## config.mk

```make
export PLATFORM = sky130hd
export DESIGN_NAME = seq_datapath
export DESIGN_NICKNAME = d
export VERILOG_FILES = /design/src/rtl/seq_datapath_pkg.sv /design/src/rtl/alu_w.sv /design/src/rtl/seq_datapath.sv
export SDC_FILE = /design/constraint.sdc
export NUM_CORES = 1
export LEC_CHECK = 0
export CAP_MARGIN = 20
export CORE_UTILIZATION = 40
export CTS_CLUSTER_DIAMETER = 50
export DETAILED_ROUTE_END_ITERATION = 8
export PLACE_DENSITY = 0.65
export SLEW_MARGIN = 5
export SYNTH_ARGS = -nofsm -noshare
export SYNTH_HDL_FRONTEND = slang
export SYNTH_HIERARCHICAL = 1
export SYNTH_SLANG_ARGS = --single-unit
```

## constraint.sdc

```tcl
create_clock -name clk -period 3.33 [get_ports clk]
set_clock_uncertainty 0.05 [all_clocks]
set_input_delay 0.4995 -clock clk [delete_from_list [all_inputs] [get_ports clk]]
set_output_delay 0.4995 -clock clk [all_outputs]
set_load 0.05 [all_outputs]
```

## src/rtl/seq_datapath_pkg.sv

```systemverilog
// Shared op encodings, FSM states and small helpers for the sequential datapath.
package seq_datapath_pkg;

    localparam int unsigned AluOpW = 4;
    localparam int unsigned ShOpW  = 3;

    typedef enum logic [AluOpW-1:0] {
        AluPass   = 4'b0000,
        AluInc    = 4'b0001,
        AluAdd    = 4'b0010,
        AluAddInc = 4'b0011,
        AluAddNot = 4'b0100,
        AluSub    = 4'b0101,
        AluDec    = 4'b0110,
        AluPass7  = 4'b0111,
        AluAnd    = 4'b1000,
        AluOr     = 4'b1010,
        AluXor    = 4'b1100,
        AluNot    = 4'b1110
    } alu_op_e;

    typedef enum logic [ShOpW-1:0] {
        ShNone  = 3'b000,
        ShShl   = 3'b001,
        ShShr   = 3'b010,
        ShClr   = 3'b011,
        ShNone4 = 3'b100,
        ShRol   = 3'b101,
        ShRor   = 3'b110,
        ShNone7 = 3'b111
    } shift_op_e;

    typedef enum logic [1:0] {StIdle, StExec, StShift, StWb} state_e;

    // Only these shift ops consume cycles; the rest (including clear) finish in EXEC.
    function automatic logic shift_active(logic [ShOpW-1:0] h);
        logic act;
        case (h)
            ShShl, ShShr, ShRol, ShRor: act = 1'b1;
            default:                    act = 1'b0;
        endcase
        return act;
    endfunction

endpackage

```

## src/rtl/alu_w.sv

```systemverilog
// Combinational W-bit ALU: adder-based ops report carry and signed overflow, logic ops do not.
module alu_w
    import seq_datapath_pkg::*;
#(
    parameter int unsigned W = 8
) (
    input  logic [W-1:0]      a_i,
    input  logic [W-1:0]      b_i,
    input  logic [AluOpW-1:0] f_i,
    output logic [W-1:0]      result_o,
    output logic              v_o,
    output logic              c_o
);

    logic [W-1:0] b_eff;
    logic         cin;
    logic         use_adder;
    logic [W:0]   sum;

    always_comb begin
        b_eff     = '0;
        cin       = 1'b0;
        use_adder = 1'b1;
        result_o  = a_i;
        v_o       = 1'b0;
        c_o       = 1'b0;
        case (f_i)
            AluInc:    b_eff = W'(1);
            AluAdd:    b_eff = b_i;
            AluAddInc: begin b_eff = b_i;  cin = 1'b1; end
            AluAddNot: b_eff = ~b_i;
            AluSub:    begin b_eff = ~b_i; cin = 1'b1; end
            AluDec:    b_eff = '1;
            AluAnd:    begin use_adder = 1'b0; result_o = a_i & b_i; end
            AluOr:     begin use_adder = 1'b0; result_o = a_i | b_i; end
            AluXor:    begin use_adder = 1'b0; result_o = a_i ^ b_i; end
            AluNot:    begin use_adder = 1'b0; result_o = ~a_i; end
            default:   use_adder = 1'b0;
        endcase
        sum = {1'b0, a_i} + {1'b0, b_eff} + (W+1)'(cin);
        if (use_adder) begin
            result_o = sum[W-1:0];
            c_o      = sum[W];
            v_o      = (a_i[W-1] == b_eff[W-1]) && (sum[W-1] != a_i[W-1]);
        end
    end

endmodule

```

## src/rtl/seq_datapath.sv

```systemverilog
// Multi-cycle datapath: register bank read, ALU, serial shift/rotate, write-back with
// a one-cycle response pulse.
module seq_datapath
    import seq_datapath_pkg::*;
#(
    parameter int unsigned W    = 8,
    parameter int unsigned NREG = 8,
    parameter int unsigned AW   = $clog2(NREG),
    parameter int unsigned SHW  = 3
) (
    input  logic           clk,
    input  logic           reset_n,
    input  logic           cmd_valid,
    output logic           cmd_ready,
    input  logic [AW-1:0]  cmd_a,
    input  logic [AW-1:0]  cmd_b,
    input  logic [AW-1:0]  cmd_d,
    input  logic [3:0]     cmd_f,
    input  logic [2:0]     cmd_h,
    input  logic [SHW-1:0] cmd_shamt,
    input  logic           cmd_imm_sel,
    input  logic [W-1:0]   in_data,
    input  logic           il,
    input  logic           ir,
    output logic           rsp_valid,
    output logic [W-1:0]   rsp_data,
    output logic           z,
    output logic           s,
    output logic           v,
    output logic           c,
    output logic           busy
);

    state_e         state_q;
    logic [W-1:0]   bank_q [NREG];
    logic [W-1:0]   op_a_q, op_b_q, acc_q;
    logic [AW-1:0]  d_q;
    logic [3:0]     f_q;
    logic [2:0]     h_q;
    logic [SHW-1:0] shamt_q, cnt_q;
    logic           v_ex_q, c_ex_q;
    logic           rsp_valid_q, z_q, s_q, v_q, c_q;
    logic [W-1:0]   rsp_data_q;

    logic [W-1:0]   alu_res, exec_val, shift_val, rsp_data_d;
    logic           alu_v, alu_c, k_zero, rsp_fire, rsp_v_d, rsp_c_d;

    alu_w #(
        .W (W)
    ) u_alu (
        .a_i      (op_a_q),
        .b_i      (op_b_q),
        .f_i      (f_q),
        .result_o (alu_res),
        .v_o      (alu_v),
        .c_o      (alu_c)
    );

    always_comb begin
        exec_val  = (h_q == ShClr) ? '0 : alu_res;
        k_zero    = !shift_active(h_q) || (shamt_q == '0);
        shift_val = acc_q;
        case (h_q)
            ShShl:   shift_val = {acc_q[W-2:0], ir};
            ShShr:   shift_val = {il, acc_q[W-1:1]};
            ShRol:   shift_val = {acc_q[W-2:0], acc_q[W-1]};
            ShRor:   shift_val = {acc_q[0], acc_q[W-1:1]};
            default: shift_val = acc_q;
        endcase
        // The response is captured on the edge entering WB, so it sees the final acc value.
        rsp_fire = ((state_q == StExec) && k_zero) ||
                   ((state_q == StShift) && (cnt_q == SHW'(1)));
        if (state_q == StExec) begin
            rsp_data_d = exec_val;
            rsp_v_d    = alu_v;
            rsp_c_d    = alu_c;
        end else begin
            rsp_data_d = shift_val;
            rsp_v_d    = v_ex_q;
            rsp_c_d    = c_ex_q;
        end
    end

    always_ff @(posedge clk) begin
        if (!reset_n) begin
            state_q <= StIdle;
            for (int unsigned i = 0; i < NREG; i++) begin
                bank_q[i] <= '0;
            end
            op_a_q      <= '0;
            op_b_q      <= '0;
            acc_q       <= '0;
            d_q         <= '0;
            f_q         <= '0;
            h_q         <= '0;
            shamt_q     <= '0;
            cnt_q       <= '0;
            v_ex_q      <= 1'b0;
            c_ex_q      <= 1'b0;
            rsp_valid_q <= 1'b0;
            rsp_data_q  <= '0;
            z_q         <= 1'b0;
            s_q         <= 1'b0;
            v_q         <= 1'b0;
            c_q         <= 1'b0;
        end else begin
            rsp_valid_q <= 1'b0;
            unique case (state_q)
                StIdle: begin
                    if (cmd_valid) begin
                        op_a_q  <= cmd_imm_sel ? in_data : bank_q[cmd_a];
                        op_b_q  <= bank_q[cmd_b];
                        d_q     <= cmd_d;
                        f_q     <= cmd_f;
                        h_q     <= cmd_h;
                        shamt_q <= cmd_shamt;
                        state_q <= StExec;
                    end
                end
                StExec: begin
                    acc_q   <= exec_val;
                    v_ex_q  <= alu_v;
                    c_ex_q  <= alu_c;
                    cnt_q   <= shamt_q;
                    state_q <= k_zero ? StWb : StShift;
                end
                StShift: begin
                    acc_q <= shift_val;
                    cnt_q <= cnt_q - SHW'(1);
                    if (cnt_q == SHW'(1)) begin
                        state_q <= StWb;
                    end
                end
                StWb: begin
                    bank_q[d_q] <= acc_q;
                    state_q     <= StIdle;
                end
                default: state_q <= StIdle;
            endcase
            if (rsp_fire) begin
                rsp_valid_q <= 1'b1;
                rsp_data_q  <= rsp_data_d;
                z_q         <= (rsp_data_d == '0);
                s_q         <= rsp_data_d[W-1];
                v_q         <= rsp_v_d;
                c_q         <= rsp_c_d;
            end
        end
    end

    assign cmd_ready = reset_n && (state_q == StIdle);
    assign busy      = (state_q != StIdle);
    assign rsp_valid = rsp_valid_q;
    assign rsp_data  = rsp_data_q;
    assign z         = z_q;
    assign s         = s_q;
    assign v         = v_q;
    assign c         = c_q;

endmodule
```

Word-level counts from Yosys, hierarchy flattened
Memories as Yosys holds them, arrays and structs flattened. A register that Yosys moved wholly into a read port is not among the register bits.
Index checks and enable logic that the tools add are counted.
Word-level totals
  word-level logic and storage cells: 97
  bits in writable memories: 64
  memories: 1
  output and inout bits: 15
  bits in registers: 49
  input port bits: 33
Operators by class
  add/subtract/negate cells: 3
  muxes and demuxes: 28
  bitwise operators: 5
  equality and inequality tests: 23
  reduce and logical (&&, ||, !) cells: 21
Memory list
  bank_q: depth 8, width 8, read ports 2, clocked after memory_dff 1, wr ports 8, RTL line seq_datapath.sv:35  | logic [W-1:0] bank_q [NREG];
Operators with widths (count)
  case mux 8 bit (4 select lines): 3
  2-to-1 mux 8 bit: 5
  equality test 4 bit (second input constant): 4
  inverter 8 bit: 2
  case mux 8 bit (2 select lines): 1
  2-to-1 mux 1 bit: 14
  equality test 4 x 3 -> 1 bit (second input constant): 3
  adder 8 x 8 -> 9 bit: 1
  adder 9 x 1 -> 9 bit: 1
  bitwise AND 8 bit: 1
  equality test 4 x 2 -> 1 bit (second input constant): 2
  zero test 8 bit: 1
  bitwise OR 8 bit: 1
  case mux 2 bit (4 select lines): 1
  OR reduction 8 bit: 1
  XOR 8 bit: 1
  equality test 3 x 1 -> 1 bit (second input constant): 2
  equality test 3 x 2 -> 1 bit (second input constant): 2
  equality test 3 bit (second input constant): 2
  case mux 3 bit (2 select lines): 1
  OR reduction 2 bit: 3
  OR reduction 6 bit: 1
  equality test 2 bit (second input constant): 2
  equality test 4 x 1 -> 1 bit (second input constant): 1
  16 further kinds: 24

Depth between registers and ports, before layout
  word-level depth: 9
  gate-level depth with buffers: 15
  mapped depth without buffers: 13

Modules after synthesis
Netlist, hierarchy kept.
By module, submodules not included
  seq_datapath: seq. area each 3042.9 um^2, instances 1, area each 6088.3 um^2, cells an instance 538
  alu_w: seq. area each 0.0 um^2, instances 1, area each 1217.4 um^2, cells an instance 154

Least setup slack after synthesis
Ideal clock, no wire load.
  kind: reg-to-reg
  start: register f_q[2]
  end: register acc_q[6]
  arrival time: 3.144 ns
  path slack: 0.050 ns
  clock period less this slack: 3.280 ns
  stages on the path, launching flop included: 15
  buffers on the path: 2
  required time: 3.194 ns
  setup time: 0.086 ns
  cells stage by stage: dfxtp_1 -> buf_6 -> buf_2 -> mux2_2 -> a211o_1 -> fa_1 -> fa_1 -> nor2b_1 -> o31ai_1 -> a21oi_1 -> xnor2_1 -> a21oi_1 -> and3_1 -> a21oi_1 -> a211oi_1
Between the ends
  cells in the longest elaborated chain, start to end: 8
  elaborated cells between the ends (all ways): 23
  those cells by class: add/sub (2); eq/ne (10); mux (7); reduce/logical (4)
RTL lines
  start: declaration: RTL line seq_datapath.sv:38  | logic [3:0] f_q;
  start signal: assignment: RTL line seq_datapath.sv:114  | f_q <= cmd_f;
  equality test 4 x 3 -> 1 bit / equality test 4 x 2 -> 1 bit (equally long branches): RTL line alu_w.sv:27  | case (f_i)
  OR reduction 2 bit (no source line)
  case mux 8 bit (4 select lines): RTL line alu_w.sv:27
  adder 8 x 8 -> 9 bit: RTL line alu_w.sv:40  | sum = {1'b0, a_i} + {1'b0, b_eff} + (W+1)'(cin);
  adder 9 x 1 -> 9 bit: RTL line alu_w.sv:40
  2-to-1 mux 8 bit (*): RTL line alu_w.sv:41  | if (use_adder) begin
  named net alu_res[6]: RTL line seq_datapath.sv:45  | logic [W-1:0] alu_res, exec_val, shift_val, rsp_data_d;
  2-to-1 mux 8 bit (*): RTL line seq_datapath.sv:60  | exec_val = (h_q == ShClr) ? '0 : alu_res;
  case mux 8 bit (2 select lines) (*): RTL line seq_datapath.sv:108  | unique case (state_q)
  end signal: assignment: RTL line seq_datapath.sv:121  | acc_q <= exec_val;
  end signal: assignment: RTL line seq_datapath.sv:128  | acc_q <= shift_val;
  end: declaration: RTL line seq_datapath.sv:36  | logic [W-1:0] op_a_q, op_b_q, acc_q;
Mark *: on every way through the listed nets, which the timed path passes. The rest lies on a longest branch.
A chain may end at the register's enable or synchronous reset.

Final worst setup path
  start: register f_q[1]
  end: register s_q (netlist: s)
Between the ends
  cells in the longest elaborated chain, start to end: 8
  elaborated cells between the ends (all ways): 23
  those cells by class: add/sub (2); eq/ne (10); mux (7); reduce/logical (4)
RTL lines
  equality test 4 x 3 -> 1 bit / equality test 4 x 2 -> 1 bit (equally long branches): RTL line alu_w.sv:27
  OR reduction 2 bit (no source line)
  case mux 8 bit (4 select lines): RTL line alu_w.sv:27
  adder 8 x 8 -> 9 bit: RTL line alu_w.sv:40
  adder 9 x 1 -> 9 bit: RTL line alu_w.sv:40
  2-to-1 mux 8 bit (*): RTL line alu_w.sv:41
  named net alu_res[7]: RTL line seq_datapath.sv:45
  2-to-1 mux 8 bit (*): RTL line seq_datapath.sv:60
  2-to-1 mux 8 bit (*): RTL line seq_datapath.sv:73  | if (state_q == StExec) begin
  end signal: assignment: RTL line seq_datapath.sv:144  | s_q <= rsp_data_d[W-1];
  end: declaration: RTL line seq_datapath.sv:42  | logic rsp_valid_q, z_q, s_q, v_q, c_q;
Marks and branches as above.

==> results.toml <==
[global_routing]
grt_max_degree = 32
first_global_vias = 5453
grt_usage = 0.206
antenna_found_initial = 0
grt_overflow_total = 0
grt_pass1_wl_mm = 28.9

[sta]
finalSetupTns_ps = 0
rsz0062_at_grt = "no"
period_minus_slack_ps = 3160
relSlewSlack = 0.428
max_slew.worst_pin.slew_ps = 856
hold_violations = 0
drv_slew = 0
fmax_ghz = 0.316
setup_viol = 0
holdWs_ps = 417
period_share = 0.949

[die]
design.die.area_um2 = 18800
pin_count = 48
rows = 49
die_w_um = 137
core_area_um2 = 17900
die_h_um = 137
start_util = 0.408

[drt]
wirelength_mm = 18.0
drc = 0
wl_met2_mm = 8.86
via_per_inst = 5.64
via_count = 5461
drt_first_iter_violations = 447
dr.pass1.iters = 5
m1WireLength_mm = 8.10
wl_met3_um = 760
ant_nets = 0
avgRoutedWirePerCell_um = 18.6
top_layer_used = "met4"

[logic_synthesis]
synth_area_um2 = 7310
synth.avg_cell_area_um2 = 10.6
syn_inst = 692
synth_edf_count = 64
ys_seq_area_frac = 0.417
ys_types = 57
ys_warn_count = 6
synthFlopType = "edfxtp_1"
syn-num-nets = 760
synthArstFlopShare = 0
yosys_register_bits = 120

[cts]
postCtsSetupBuffers = 0
cts.sinks = 120
hold_buffers = 0
root_buffer = "clkbuf_16"
cts_made_buffers = 17
clkTransAtPathRegs_ps = 60
clkLatencyLatePin_ps = 420
clock_path_buffers = 2
cts_tree = "yes"
ctsHtreeMaxLevel = 4
cts_resized = 0

[final_layout]
layout_common_cells = "64 x edfxtp_1, 58 x and2_1, 56 x dfxtp_1"
area_growth_pct = 17.3
fillCellCount = 1620
antenna_cells = 0
nets = 795
final_cell_count_no_fill = 969
layout_commonest_cell = "edfxtp_1"
final_area_um2 = 8570
drive_gt1_frac = 0.134

[critical_path]
critPathLaunchType = "register"
reg2reg_slack_ps = 170
crit_type = "register to register"
endpoint_kind = "register"
crit_required_ps = 3600
cp_max_fo = 20
arrival_ps = 3430

[place]
numPortBuffers = 47
post-dp-hpwl_mm = 13.2
placed_area_um2 = 7980
routabilityCongestion = 0.858
dp.cells = 937

[run_status]
status = "finished clean"

[power]
pwr_density_cell_nw_per_um2 = 711
vdd_drop_max_v = 0.000620
p_leak_uw = 0.00328

[min_path]
hold_class = "register to register"

[job]
maxCapViolations = 0
-- through the flow --
| stage | total power (uW) | utilization | setup WS (ps) |
|---|---|---|---|
| after floorplan | 3640 | - | 50.4 |
| after global placement | 4240 | 0.446 | 124 |
| after detailed placement | 4310 | 0.446 | 42.2 |
| after CTS | 6110 | 0.478 | 11.3 |
| after global routing | 6440 | 0.479 | 19.0 |
| final | 6100 | 0.479 | 170 |
-- cell type report --
cell class                 instances  area (um^2)  area share
inverter                          36          135      0.0158
sequential                       120         3040       0.355
clock buffer                      17          425      0.0496
clock inverter                    15          151      0.0177
tap                              229          287      0.0334
timing repair buffer              69          649      0.0758
multi-input combinational        483         3880       0.453
-- critical path, stage by stage, from the launching register on --
cell      delay, ps
dfxtp_1         430
buf_6           230
a31oi_1         130
o211ai_1        190
inv_1            80
ha_1            260
nor2b_1         140
o31a_1          270
o211ai_2        240
a21boi_1        100
o31ai_1         390
nand3_1         130
o31a_1          160
a211oi_1        270
-- where the power goes --
part / total (uW) / leakage [uW] / switching, uW / internal (uW)
sequential: 2050 / 0.00112 / 266 / 1780
clock: 1800 / 0.000270 / 701 / 1100
combinational: 2250 / 0.00189 / 1360 / 887
total: 6100 / 0.00328 / 2330 / 3770
-- cells in the mapped netlist, types with 10 or more instances --
library cell  count  share of area
buf_2            12         0.0082
mux4_2           21          0.065
dfxtp_1          56           0.15
a21oi_1          35          0.024
nor2b_1          10         0.0086
inv_1            33          0.017
a211oi_1         25          0.026
mux4_1           18          0.065
ha_1             33          0.057
nor3_1           12         0.0082
and2_1           58          0.050
nand3_1          19          0.013
edfxtp_1         64           0.26
o21ai_0          21          0.014
nand2_1          55          0.028
mux2_2           14          0.022
mux2i_1          25          0.034
nor2_1           52          0.027
clkbuf_1         33          0.017
-- logic make-up after synthesis --
family | Yosys count | share of synthesized area
buffers and inverters | 89 | 0.0541
and+or+nand+nor | 234 | 0.160
adders and majority gates | 35 | 0.0620
DFF | 120 | 0.417
AOI/OAI and AO/OA | 132 | 0.118
muxes | 78 | 0.185
xor gates and xnor gates | 4 | 0.00480
-- worst paths after layout --
check,start,end,depth (start not counted)
setup reg to reg,f_q[1]$_SDFFE_PN0P_,s$_SDFFE_PN0P_,13
hold reg to reg,d_q[0]$_SDFFE_PN0P_,d_q[0]$_SDFFE_PN0P_,2
hold / removal,d_q[0]$_SDFFE_PN0P_,d_q[0]$_SDFFE_PN0P_,2
setup / recovery,f_q[1]$_SDFFE_PN0P_,s$_SDFFE_PN0P_,13
-- layer usage --
metal	vias to the layer above	global-route usage
met1	2699	0.266
met4	0	0.0757
li1	2613	-
met3	20	0.0356
met5	-	0
met2	129	0.345
-- state kept, by name (all words and copies together), names as in the netlist --
name       flops
c_ex_q         1
shamt_q        3
op_b_q         8
d_q            3
state_q        2
c              1
v_ex_q         1
bank_q        64
acc_q          8
s              1
h_q            3
rsp_valid      1
f_q            4
v              1
op_a_q         8
rsp_data       7
cnt_q          3
z              1
No activity file was read; power rests on OpenSTA's default activity.
